$ cat src/rtl/mem_bit_capture_pkg.sv
// Shared types and sizes for the serial-bit capture memory.
package mem_bit_capture_pkg;

    localparam int unsigned MEM_DEPTH = 32;
    localparam int unsigned BYTE_W    = 8;
    localparam int unsigned ADDR_W    = $clog2(MEM_DEPTH);
    localparam int unsigned CNT_W     = ADDR_W + 1;
    localparam int unsigned BIT_IDX_W = $clog2(BYTE_W);
    localparam int unsigned TIMER_W   = 32;

    typedef enum logic [1:0] {
        ST_IDLE    = 2'd0,
        ST_CAPTURE = 2'd1,
        ST_DONE    = 2'd2
    } state_t;

endpackage

$ cat src/rtl/mem_bit_capture_tick.sv
// Free-running divider: asserts tick_c for one cycle every TICK_DIV enabled cycles.
module tick_gen
    import mem_bit_capture_pkg::*;
#(
    parameter int unsigned TICK_DIV = 2
)
(
    input  logic clock_50Mhz,
    input  logic reset,
    input  logic enable,
    input  logic clear,
    output logic tick_c
);

    localparam logic [TIMER_W-1:0] LAST = TIMER_W'(TICK_DIV - 1);

    logic [TIMER_W-1:0] timer;

    assign tick_c = enable && (timer == LAST);

    // Timer only advances while enabled so the first tick lands TICK_DIV cycles after a clear.
    always_ff @(posedge clock_50Mhz or posedge reset) begin
        if (reset) begin
            timer <= '0;
        end else if (clear) begin
            timer <= '0;
        end else if (enable) begin
            if (timer == LAST) begin
                timer <= '0;
            end else begin
                timer <= timer + TIMER_W'(1);
            end
        end
    end

endmodule

$ cat src/rtl/mem_bit_capture.sv
// Samples bit_in once per tick, packs bytes LSB-first into a 32 x 8 register memory, parallel read port.
module mem_bit_capture
    import mem_bit_capture_pkg::*;
#(
    parameter int unsigned TICK_DIV = 32'd50_000_000
)
(
    input  logic              clock_50Mhz,
    input  logic              reset,
    input  logic              bit_in,
    input  logic              start,
    input  logic [ADDR_W-1:0] rd_addr,
    output logic [BYTE_W-1:0] rd_data,
    output logic              busy,
    output logic              done,
    output logic              byte_strobe,
    output logic [CNT_W-1:0]  wr_count,
    output logic              led
);

    state_t                 state;
    logic [BIT_IDX_W-1:0]   bit_idx;
    logic [ADDR_W-1:0]      wr_addr;
    logic [BYTE_W-1:0]      assembler;
    logic [BYTE_W-1:0]      mem [MEM_DEPTH];

    logic                   tick_c;
    logic                   capture_c;
    logic                   start_accept_c;
    logic                   byte_wr_c;
    logic [BYTE_W-1:0]      byte_next_c;

    assign capture_c      = (state == ST_CAPTURE);
    assign start_accept_c = start && !capture_c;
    assign byte_next_c    = {bit_in, assembler[BYTE_W-1:1]};
    assign byte_wr_c      = capture_c && tick_c && (bit_idx == BIT_IDX_W'(BYTE_W - 1));

    tick_gen #(
        .TICK_DIV (TICK_DIV)
    ) u_tick_gen (
        .clock_50Mhz (clock_50Mhz),
        .reset       (reset),
        .enable      (capture_c),
        .clear       (start_accept_c),
        .tick_c      (tick_c)
    );

    // Capture control: start handshake, bit/byte bookkeeping and status outputs.
    always_ff @(posedge clock_50Mhz or posedge reset) begin
        if (reset) begin
            state       <= ST_IDLE;
            bit_idx     <= '0;
            wr_addr     <= '0;
            wr_count    <= '0;
            assembler   <= '0;
            busy        <= 1'b0;
            done        <= 1'b0;
            byte_strobe <= 1'b0;
            led         <= 1'b0;
        end else begin
            byte_strobe <= 1'b0;
            case (state)
                ST_IDLE, ST_DONE: begin
                    if (start) begin
                        state     <= ST_CAPTURE;
                        busy      <= 1'b1;
                        done      <= 1'b0;
                        bit_idx   <= '0;
                        wr_addr   <= '0;
                        wr_count  <= '0;
                        assembler <= '0;
                    end
                end
                ST_CAPTURE: begin
                    if (tick_c) begin
                        led       <= bit_in;
                        assembler <= byte_next_c;
                        bit_idx   <= bit_idx + BIT_IDX_W'(1);
                        if (byte_wr_c) begin
                            wr_addr     <= wr_addr + ADDR_W'(1);
                            wr_count    <= wr_count + CNT_W'(1);
                            byte_strobe <= 1'b1;
                            if (wr_count == CNT_W'(MEM_DEPTH - 1)) begin
                                state <= ST_DONE;
                                busy  <= 1'b0;
                                done  <= 1'b1;
                            end
                        end
                    end
                end
                default: begin
                    state <= ST_IDLE;
                    busy  <= 1'b0;
                    done  <= 1'b0;
                end
            endcase
        end
    end

    // Register memory; non-blocking read alongside the write gives read-before-write.
    always_ff @(posedge clock_50Mhz or posedge reset) begin
        if (reset) begin
            for (int unsigned i = 0; i < MEM_DEPTH; i++) begin
                mem[i] <= '0;
            end
            rd_data <= '0;
        end else begin
            rd_data <= mem[rd_addr];
            if (byte_wr_c) begin
                mem[wr_addr] <= byte_next_c;
            end
        end
    end

endmodule

$ cat config.mk
export PLATFORM = sky130hd
export DESIGN_NAME = mem_bit_capture
export DESIGN_NICKNAME = d
export VERILOG_FILES = /design/src/rtl/mem_bit_capture_pkg.sv /design/src/rtl/mem_bit_capture_tick.sv /design/src/rtl/mem_bit_capture.sv
export SDC_FILE = /design/constraint.sdc
export NUM_CORES = 1
export LEC_CHECK = 0
export BUFFER_PORTS_ARGS = -buffer_cell sky130_fd_sc_hd__buf_4
export CAP_MARGIN = 20
export CORE_ASPECT_RATIO = 0.5
export CORE_MARGIN = 5
export CORE_UTILIZATION = 25
export DETAILED_ROUTE_END_ITERATION = 6
export PLACE_DENSITY = 0.45
export SETUP_SLACK_MARGIN = 0.5
export SKIP_CTS_REPAIR_TIMING = 1
export SLEW_MARGIN = 20
export SYNTH_ARGS = -nofsm -noshare
export SYNTH_HDL_FRONTEND = slang
export SYNTH_SLANG_ARGS = --single-unit
$ cat constraint.sdc
create_clock -name clock_50Mhz -period 27 [get_ports clock_50Mhz]
set_input_delay 2.7 -clock clock_50Mhz [delete_from_list [all_inputs] [get_ports clock_50Mhz]]
set_output_delay 2.7 -clock clock_50Mhz [all_outputs]
set_load 0.02 [all_outputs]
==> results of run 1 <==
## layout make-up
class	instances	area, um2
fill	6074	42300
inverter	20	82.6
clock buffer	56	1120
multi-input combinational	696	6810
timing repair buffer	41	320
sequential	322	8060
clock inverter	7	76.3
tap	812	1020
## routing by layer
metal,routed length [um],track usage (%)
met1,19000,16.5
met2,18700,20.4
met3,1020,1.90
met4,874,3.21
met5,0,0
## registers in the layout, summed over array words and instances (netlist names)
signal	flops
mem	256
u_tick_gen.timer	32
rd_data	8
assembler	7
wr_count	6
wr_addr	5
bit_idx	3
state	2
busy	1
byte_strobe	1
led	1
## cells by family after synthesis
family / count (synthesis) / share of synthesized area, %
mux: 359 / 31.0
xor+xnor: 1 / 0.0576
fa+ha+maj: 8 / 0.658
compound gates: 102 / 4.29
simple gates: 226 / 8.74
flops: 322 / 53.0
buf+inv: 91 / 2.29
## cell usage after synthesis (all sizes together) (2+ instances only)
library cell / count / area [um2]
nor3: 7 / 35.0
and3b: 3 / 26.3
mux4: 64 / 1440
nand4b: 2 / 17.5
nand3: 36 / 200
nor4b: 3 / 26.3
nor2b: 4 / 25.0
inv: 20 / 75.1
nand4: 16 / 106
nor4: 12 / 150
and3: 7 / 43.8
a221oi: 8 / 70.1
a22o: 9 / 78.8
nand2b: 4 / 25.0
buf: 18 / 75.1
a21oi: 19 / 95.1
ha: 8 / 100
and4: 3 / 26.3
mux2: 256 / 2880
dfrtp: 322 / 8060
or4: 5 / 37.5
o21ai: 40 / 200
a31oi: 5 / 31.3
nor2: 17 / 63.8
nor3b: 5 / 37.5
mux2i: 39 / 390
clkbuf: 53 / 199
nand3b: 2 / 15.0
and2: 3 / 18.8
nand2: 82 / 378
o211ai: 3 / 22.5
or3: 14 / 87.6
a41oi: 2 / 17.5
a21o: 7 / 52.6
## cell usage in the layout, fill, tap and decap left out, types with 7 or more instances in the layout
| cell | n |
|---|---|
| a21o_1 | 7 |
| a21oi_1 | 19 |
| a221oi_1 | 8 |
| a22o_1 | 9 |
| and3_1 | 7 |
| buf_4 | 40 |
| clkbuf_1 | 8 |
| clkbuf_16 | 38 |
| clkbuf_8 | 10 |
| dfrtp_1 | 320 |
| ha_1 | 8 |
| inv_1 | 19 |
| mux2_1 | 20 |
| mux2_2 | 236 |
| mux2i_1 | 39 |
| mux4_2 | 64 |
| nand2_1 | 54 |
| nand2_2 | 28 |
| nand3_1 | 32 |
| nand4_1 | 15 |
| nor2_1 | 17 |
| nor3_1 | 7 |
| nor4_1 | 7 |
| o21ai_0 | 40 |
| or3_1 | 14 |
## power groups by stage
stage | logic (mW) | clock network, mW | registers, mW
after CTS | 0.0370 | 0.512 | 0.489
after floorplan | 0.0237 | 0 | 0.498
after global routing | 0.0395 | 0.532 | 0.489
final | 0.0355 | 0.497 | 0.489
after global placement | 0.0361 | 0 | 0.497
after detailed placement | 0.0369 | 0 | 0.498
## path summary, 6_finish.rpt
| kind | startpoint | cells past startpoint | to |
|---|---|---|---|
| worst max-delay path | rd_addr[0] | 6 | rd_data[3]$_DFF_PP0_ |
| max in group asynchronous | reset | 3 | assembler[3]$_DFFE_PP0P_ |
| worst min-delay path | bit_idx[0]$_DFFE_PP0P_ | 1 | bit_idx[0]$_DFFE_PP0P_ |
| worst min register to register | bit_idx[0]$_DFFE_PP0P_ | 1 | bit_idx[0]$_DFFE_PP0P_ |
| worst max register to register | bit_idx[0]$_DFFE_PP0P_ | 7 | mem[187]$_DFFE_PP0P_ |
| min in group asynchronous | reset | 2 | u_tick_gen.timer[10]$_DFFE_PP0P_ |
==> impl_results.md, run 1 <==
* Status: complete, no violations
* CP cell instances: buf_4 > buf_4 > mux4_2 > mux2i_1 > a22o_1 > a221oi_1
* Max Clk Rate at 208 MHz
* WP data arrival at 5180 ps
* Pre-CTS WS at 21630 ps
* Root Driver: clkbuf_16
* Area growth, synth to finish at 14.9%
* Critical path fanouts, max at 40
* Max stage delay cell, worst path: buf_4
* Async SR Flop Fraction at between 90% and 100%
* Sw frac at 22.3%
* Critical path buffers and inverters at 2
* Worst-path clk slew at 60 ps
* Clk pwr share at 48.7%
* CTS tree: built
* Critical path data required time at 27380 ps
* Worst path max stage delay at around 780 ps
* Placed insts at approximately 1900
* Syn Std Cell Area at 15200 um2
* Worst Setup Slack, final at 22200 ps
* Starting Density at 25.5%
* Cts bufs inserted at 36
* Critical path startpoint category: primary input
* Post-DRT Antenna Nets at 0
* Max-slew violations at 0
* Syn_nets at 1126
* Die Area at roughly 66000 um2
* Number of synthesized flops with an enable pin at 0
* Ports at 27
* Gpl congestion at ~0.74
* Largest net degree at the start of global routing at between 150 and 200
* Die Wd at between 300 and 400 um
* Mean Syn Cell Area at 13.7 um2
* PortBufs at 26
* Sequential Power Share at 47.9%
* Net load switching power at between 200 and 250 uW
* Power Density at approximately 58 nW/um2
* Number of remaining DRC errors at 0
* Worst slew pin tran at 1110 ps
* Overall power at about 1.0 mW
* WS Path Type: primary input to register
* Max VDD drop at 0.0344 mV
* Sequential-to-total area share from yosys stat at 53.0%
* GRT Total Usage at 12.1%
* Netlist cell types at 51
* Final Core Density at 29.3%
* Cell repeated most along the worst path: buf_4
* Pint at 793 uW
* Slew HR at about a quarter
* Final Hold Viols at 0
* DP Area at approximately 16000 um2
* Leakage Power at ~8.1 nW
* Total Wirelength at 39700 um
* R2r setup slk at 23460 ps
* Setup TNS at 0 ps
* Logic pwr share at between 3 and 4%
* Non-Filler Instances at 1954
* Detailed-route via count at 9256
* First-pass GRT wire length at 62900 um
* Worst Skew at 28.2 ps
* Main synth FF type: dfrtp_1
* Post-DP HPWL at 24600 um
* Wire per inst at about 20 um
* Hold_ws at approximately 490 ps
* Clk sinks at 322
* Drt pass-1 iters at 5
* Initial antenna violation count at 0
* Seq cells post-synth at approximately 320
* Core area at roughly 60000 um2
* Yosys warnings at 0
* RSZ-0062 raised after global routing: false
* Vias in the first global route at 10100
* Site Rows at 63
* Max Cap Viol at 0
* Post-layout min period at 4800 ps
* Final setup viols at 0
* Cells after Synth at 1109
* Clk_lat worst skew at 540 ps
* DR iter-0 viols at between 500 and 600
* H-tree depth at 2
* Final Cycle Share at between 15 and 20%
* HP Class: register to register
* Crit path max-delay family: buffers and inverters
* Die Span Y at 184 um
* Grt ovf at 0
* Cell area after layout at approximately 17000 um2
* N_diodes at 0
* Vias per cell at 4.74
* Final nets at 1134
* Endpoint type of the worst setup path: register
* Longest Clk Path Bufs at 3
* Layout cells sized above 1 at 38.5%
Power figures use the tool's default switching activity.
==> run 2: changes to the inputs <==
--- a/config.mk
+++ b/config.mk
@@ -5,6 +5,7 @@
 export SDC_FILE = /design/constraint.sdc
 export NUM_CORES = 1
 export LEC_CHECK = 0
+export ABC_AREA = 1
 export BUFFER_PORTS_ARGS = -buffer_cell sky130_fd_sc_hd__buf_4
 export CAP_MARGIN = 20
 export CORE_ASPECT_RATIO = 0.5
==> constraint.sdc (replaced) <==
create_clock -name clock_50Mhz -period 4.9 [get_ports clock_50Mhz]
set_input_delay 0.49 -clock clock_50Mhz [delete_from_list [all_inputs] [get_ports clock_50Mhz]]
set_output_delay 0.49 -clock clock_50Mhz [all_outputs]
set_load 0.02 [all_outputs]
==> run 2 against run 1 <==
  * Count of clock-buffer cells in the layout down 2
  * Total power grew to 5.6 times the previous value
  * First-iteration DRC count rose by 120%
  * Global-route usage increased by 3.0 points
  * Die area up 5.6%
  * Area after synthesis increased by 5.8%
  * Sequential cell count is the same
  * Worst setup slack got worse by 20000 ps
  * Register-to-register slack worse by 22000 ps
  * Final area up 4.7%
==> impl_results.md, run 2 <==
* First-pass GRT wire length at 84300 um
* Clk sinks at 322
* Final Cycle Share at just over 60%
* Status: complete, no violations
* Yosys warnings at 0
* Hold_ws at 217 ps
* Met2 Track Usage GR at 23.0%
* Logic pwr share at 5.1%
* Mean Syn Cell Area at 7.60 um2
* WS Path Type: register to register
* PortBufs at 26
* DP Area at 17100 um2
* Die Area at roughly 70000 um2
* Cell repeated most along the worst path: nand2_1
* Initial antenna violation count at 0
* Biggest regs: mem (256), u_tick_gen.timer (32), rd_data (8)
* CTS tree: built
* Area growth, synth to finish at 13.8%
* Critical path startpoint category: register
* Critical path data required time at 5330 ps
* Net load switching power at 1.39 mW
* Most common cell after layout, fill and taps aside: nand2_1
* Final Hold Viols at 0
* Multi-input combinational cell area at 7240 um2
* Max reg flops at between 200 and 300
* Post-DRT Antenna Nets at 0
* Worst slew pin tran at 1110 ps
* Critical path buffers and inverters at 1
* Syn Std Cell Area at around 16000 um2
* Async SR Flop Fraction at 100%
* Starting Density at 25.4%
* Detailed-route via count at 14000
* Cell taking the most area after synthesis: dfrtp_1
* Cts bufs inserted at 37
* M3 GR Usage at under 10%
* Biggest register: mem
* Crit path max-delay family: simple AND/OR/NAND/NOR gates
* Clk_lat worst skew at approximately 540 ps
* Sequential Power Share at between 40% and 50%
* Slew HR at 25.7%
* Largest net degree at the start of global routing at 168
* Final setup viols at 0
* Sw frac at 24.2%
* Post-DP HPWL at approximately 32000 um
* Placed insts at 2880
* Netlist cell types at 37
* Site Rows at 65
* Vias per cell at 4.77
* Worst-path clk slew at 60 ps
* Pint at 4.37 mW
* Cells after Synth at 2119
* Synth cell count leaders: nand2_1 (755), dfrtp_1 (322), nand3_1 (317), nor2_1 (195), o21ai_0 (138)
* CP cell instances: ha_1 > nand2_1 > nor2_2 > nand2_1 > nor2_2 > nand4_4 > nor2_4 > buf_4 > nand2_1 > nand2_1 > nand2_1
* HP Class: primary input to asynchronous set/reset pin
* FILL cells at 6823
* Seq cells post-synth at ~320
* Leakage Power at roughly 9 nW
* Wire per inst at 18.1 um
* Non-Filler Instances at 2942
* Core area at 63400 um2
* Critical path fanouts, max at 41
* Final nets at around 2100
* GRT Total Usage at 15.2%
* Clk pwr share at 48.5%
* Total Wirelength at 53100 um
* Die Wd at 369 um
* Worst Skew at 28.9 ps
* Most common cell in the netlist: nand2_1
* FF/Latch Area at 8060 um2
* Worst path max stage delay at approximately 570 ps
* N_diodes at 0
* Max Cap Viol at 0
* Root Driver: clkbuf_16
* Vias in the first global route at approximately 14000
* Longest Clk Path Bufs at 3
* Drt pass-1 iters at 5
* WP data arrival at 3480 ps
* Synth top area cells: dfrtp_1 (50%), nand2_1 (18%), nand3_1 (9.9%)
* Number of remaining DRC errors at 0
* Cell area after layout at 18300 um2
* H-tree depth at 2
* Sequential-to-total area share from yosys stat at 50.1%
* Setup TNS at 0 ps
* Number of synthesized flops with an enable pin at 0
* Power Density at 315 nW/um2
* Ports at 27
* Most frequent cells in the layout: nand2_1 (755), dfrtp_1 (322), nand3_1 (317)
* Max Clk Rate at 327 MHz
* Endpoint type of the worst setup path: register
* Max VDD drop at 0.177 mV
* Overall power at 5.76 mW
* GR peak layer: met2
* RSZ-0062 raised after global routing: false
* Die Span Y at around 190 um
* Global-route track usage on met1 at around 23%
* Final Core Density at 28.9%
* Max-slew violations at 0
* Layout cells sized above 1 at 7.70%
* Main synth FF type: dfrtp_1
* Worst Setup Slack, final at 1840 ps
* DR iter-0 viols at 1223
* Syn_nets at 2136
* Grt ovf at 0
* Post-layout min period at 3060 ps
* Gpl congestion at roughly 0.77
* Post-synth top area share at 50.1%
* Pre-CTS WS at 1830 ps
* Max stage delay cell, worst path: nor2_4
-- run 2: cell types whose count changed in the layout (fill, tap and decap cells not counted), sizes merged, moves of 64 or more --
| cell | delta |
|---|---|
| nor2 | +185 |
| o21ai | +98 |
| mux2 | -256 |
| mux4 | -64 |
| nand3 | +281 |
| nand2 | +695 |
-- run 2: power by group through the flow --
| stage | Sequential [mW] | Clock [mW] | Combinational, mW |
|---|---|---|---|
| 6_report | 2.67 | 2.80 | 0.293 |
| 5_1_grt | 2.67 | 2.97 | 0.329 |
| 4_1_cts | 2.67 | 2.88 | 0.300 |
| 3_5_place_dp | 2.72 | 0 | 0.299 |
| 3_3_place_gp | 2.72 | 0 | 0.302 |
| 2_1_floorplan | 2.73 | 0 | 0.172 |
-- run 2: layout make-up --
type	instances	area share, %
clock inverter	8	0.437
tap	837	5.72
inverter	69	1.44
multi-input combinational	1592	39.5
clock buffer	54	6.12
sequential	322	44.0
timing repair buffer	60	2.73
-- run 2: worst reg2reg max path: stages (launching register included) --
cell     delay (ps)
dfrtp_1         380
ha_1            190
nand2_1          70
nor2_2          170
nand2_1          90
nor2_2          160
nand4_4         290
nor2_4          580
buf_4           530
nand2_1         310
nand2_1         120
nand2_1          60
-- run 2: path summary, 6_finish.rpt --
kind	depth (start not counted)	from	slack [ps]	endpoint
worst max-delay path	11	u_tick_gen.timer[0]$_DFFE_PP0P_	1840	mem[253]$_DFFE_PP0P_
worst min-delay path	3	reset	220	mem[37]$_DFFE_PP0P_
worst max register to register	11	u_tick_gen.timer[0]$_DFFE_PP0P_	1840	mem[253]$_DFFE_PP0P_
worst min register to register	2	mem[12]$_DFFE_PP0P_	460	mem[12]$_DFFE_PP0P_
max in group asynchronous	3	reset	3890	mem[175]$_DFFE_PP0P_
min in group clock_50Mhz	3	start	250	busy$_DFFE_PP0P_
-- run 2: logic make-up after synthesis --
kind of cell / synth area share, %
compound gates: 8.63
xor+xnor: 0.599
fa+ha+maj: 0.622
buf+inv: 5.18
flops: 50.1
simple gates: 34.9
-- run 2: routing by layer --
layer / up-vias / wire length [um]
li1: 6845 / -
met5: - / 0
met4: 0 / 901
met2: 298 / 23000
met1: 6838 / 26700
met3: 65 / 2590
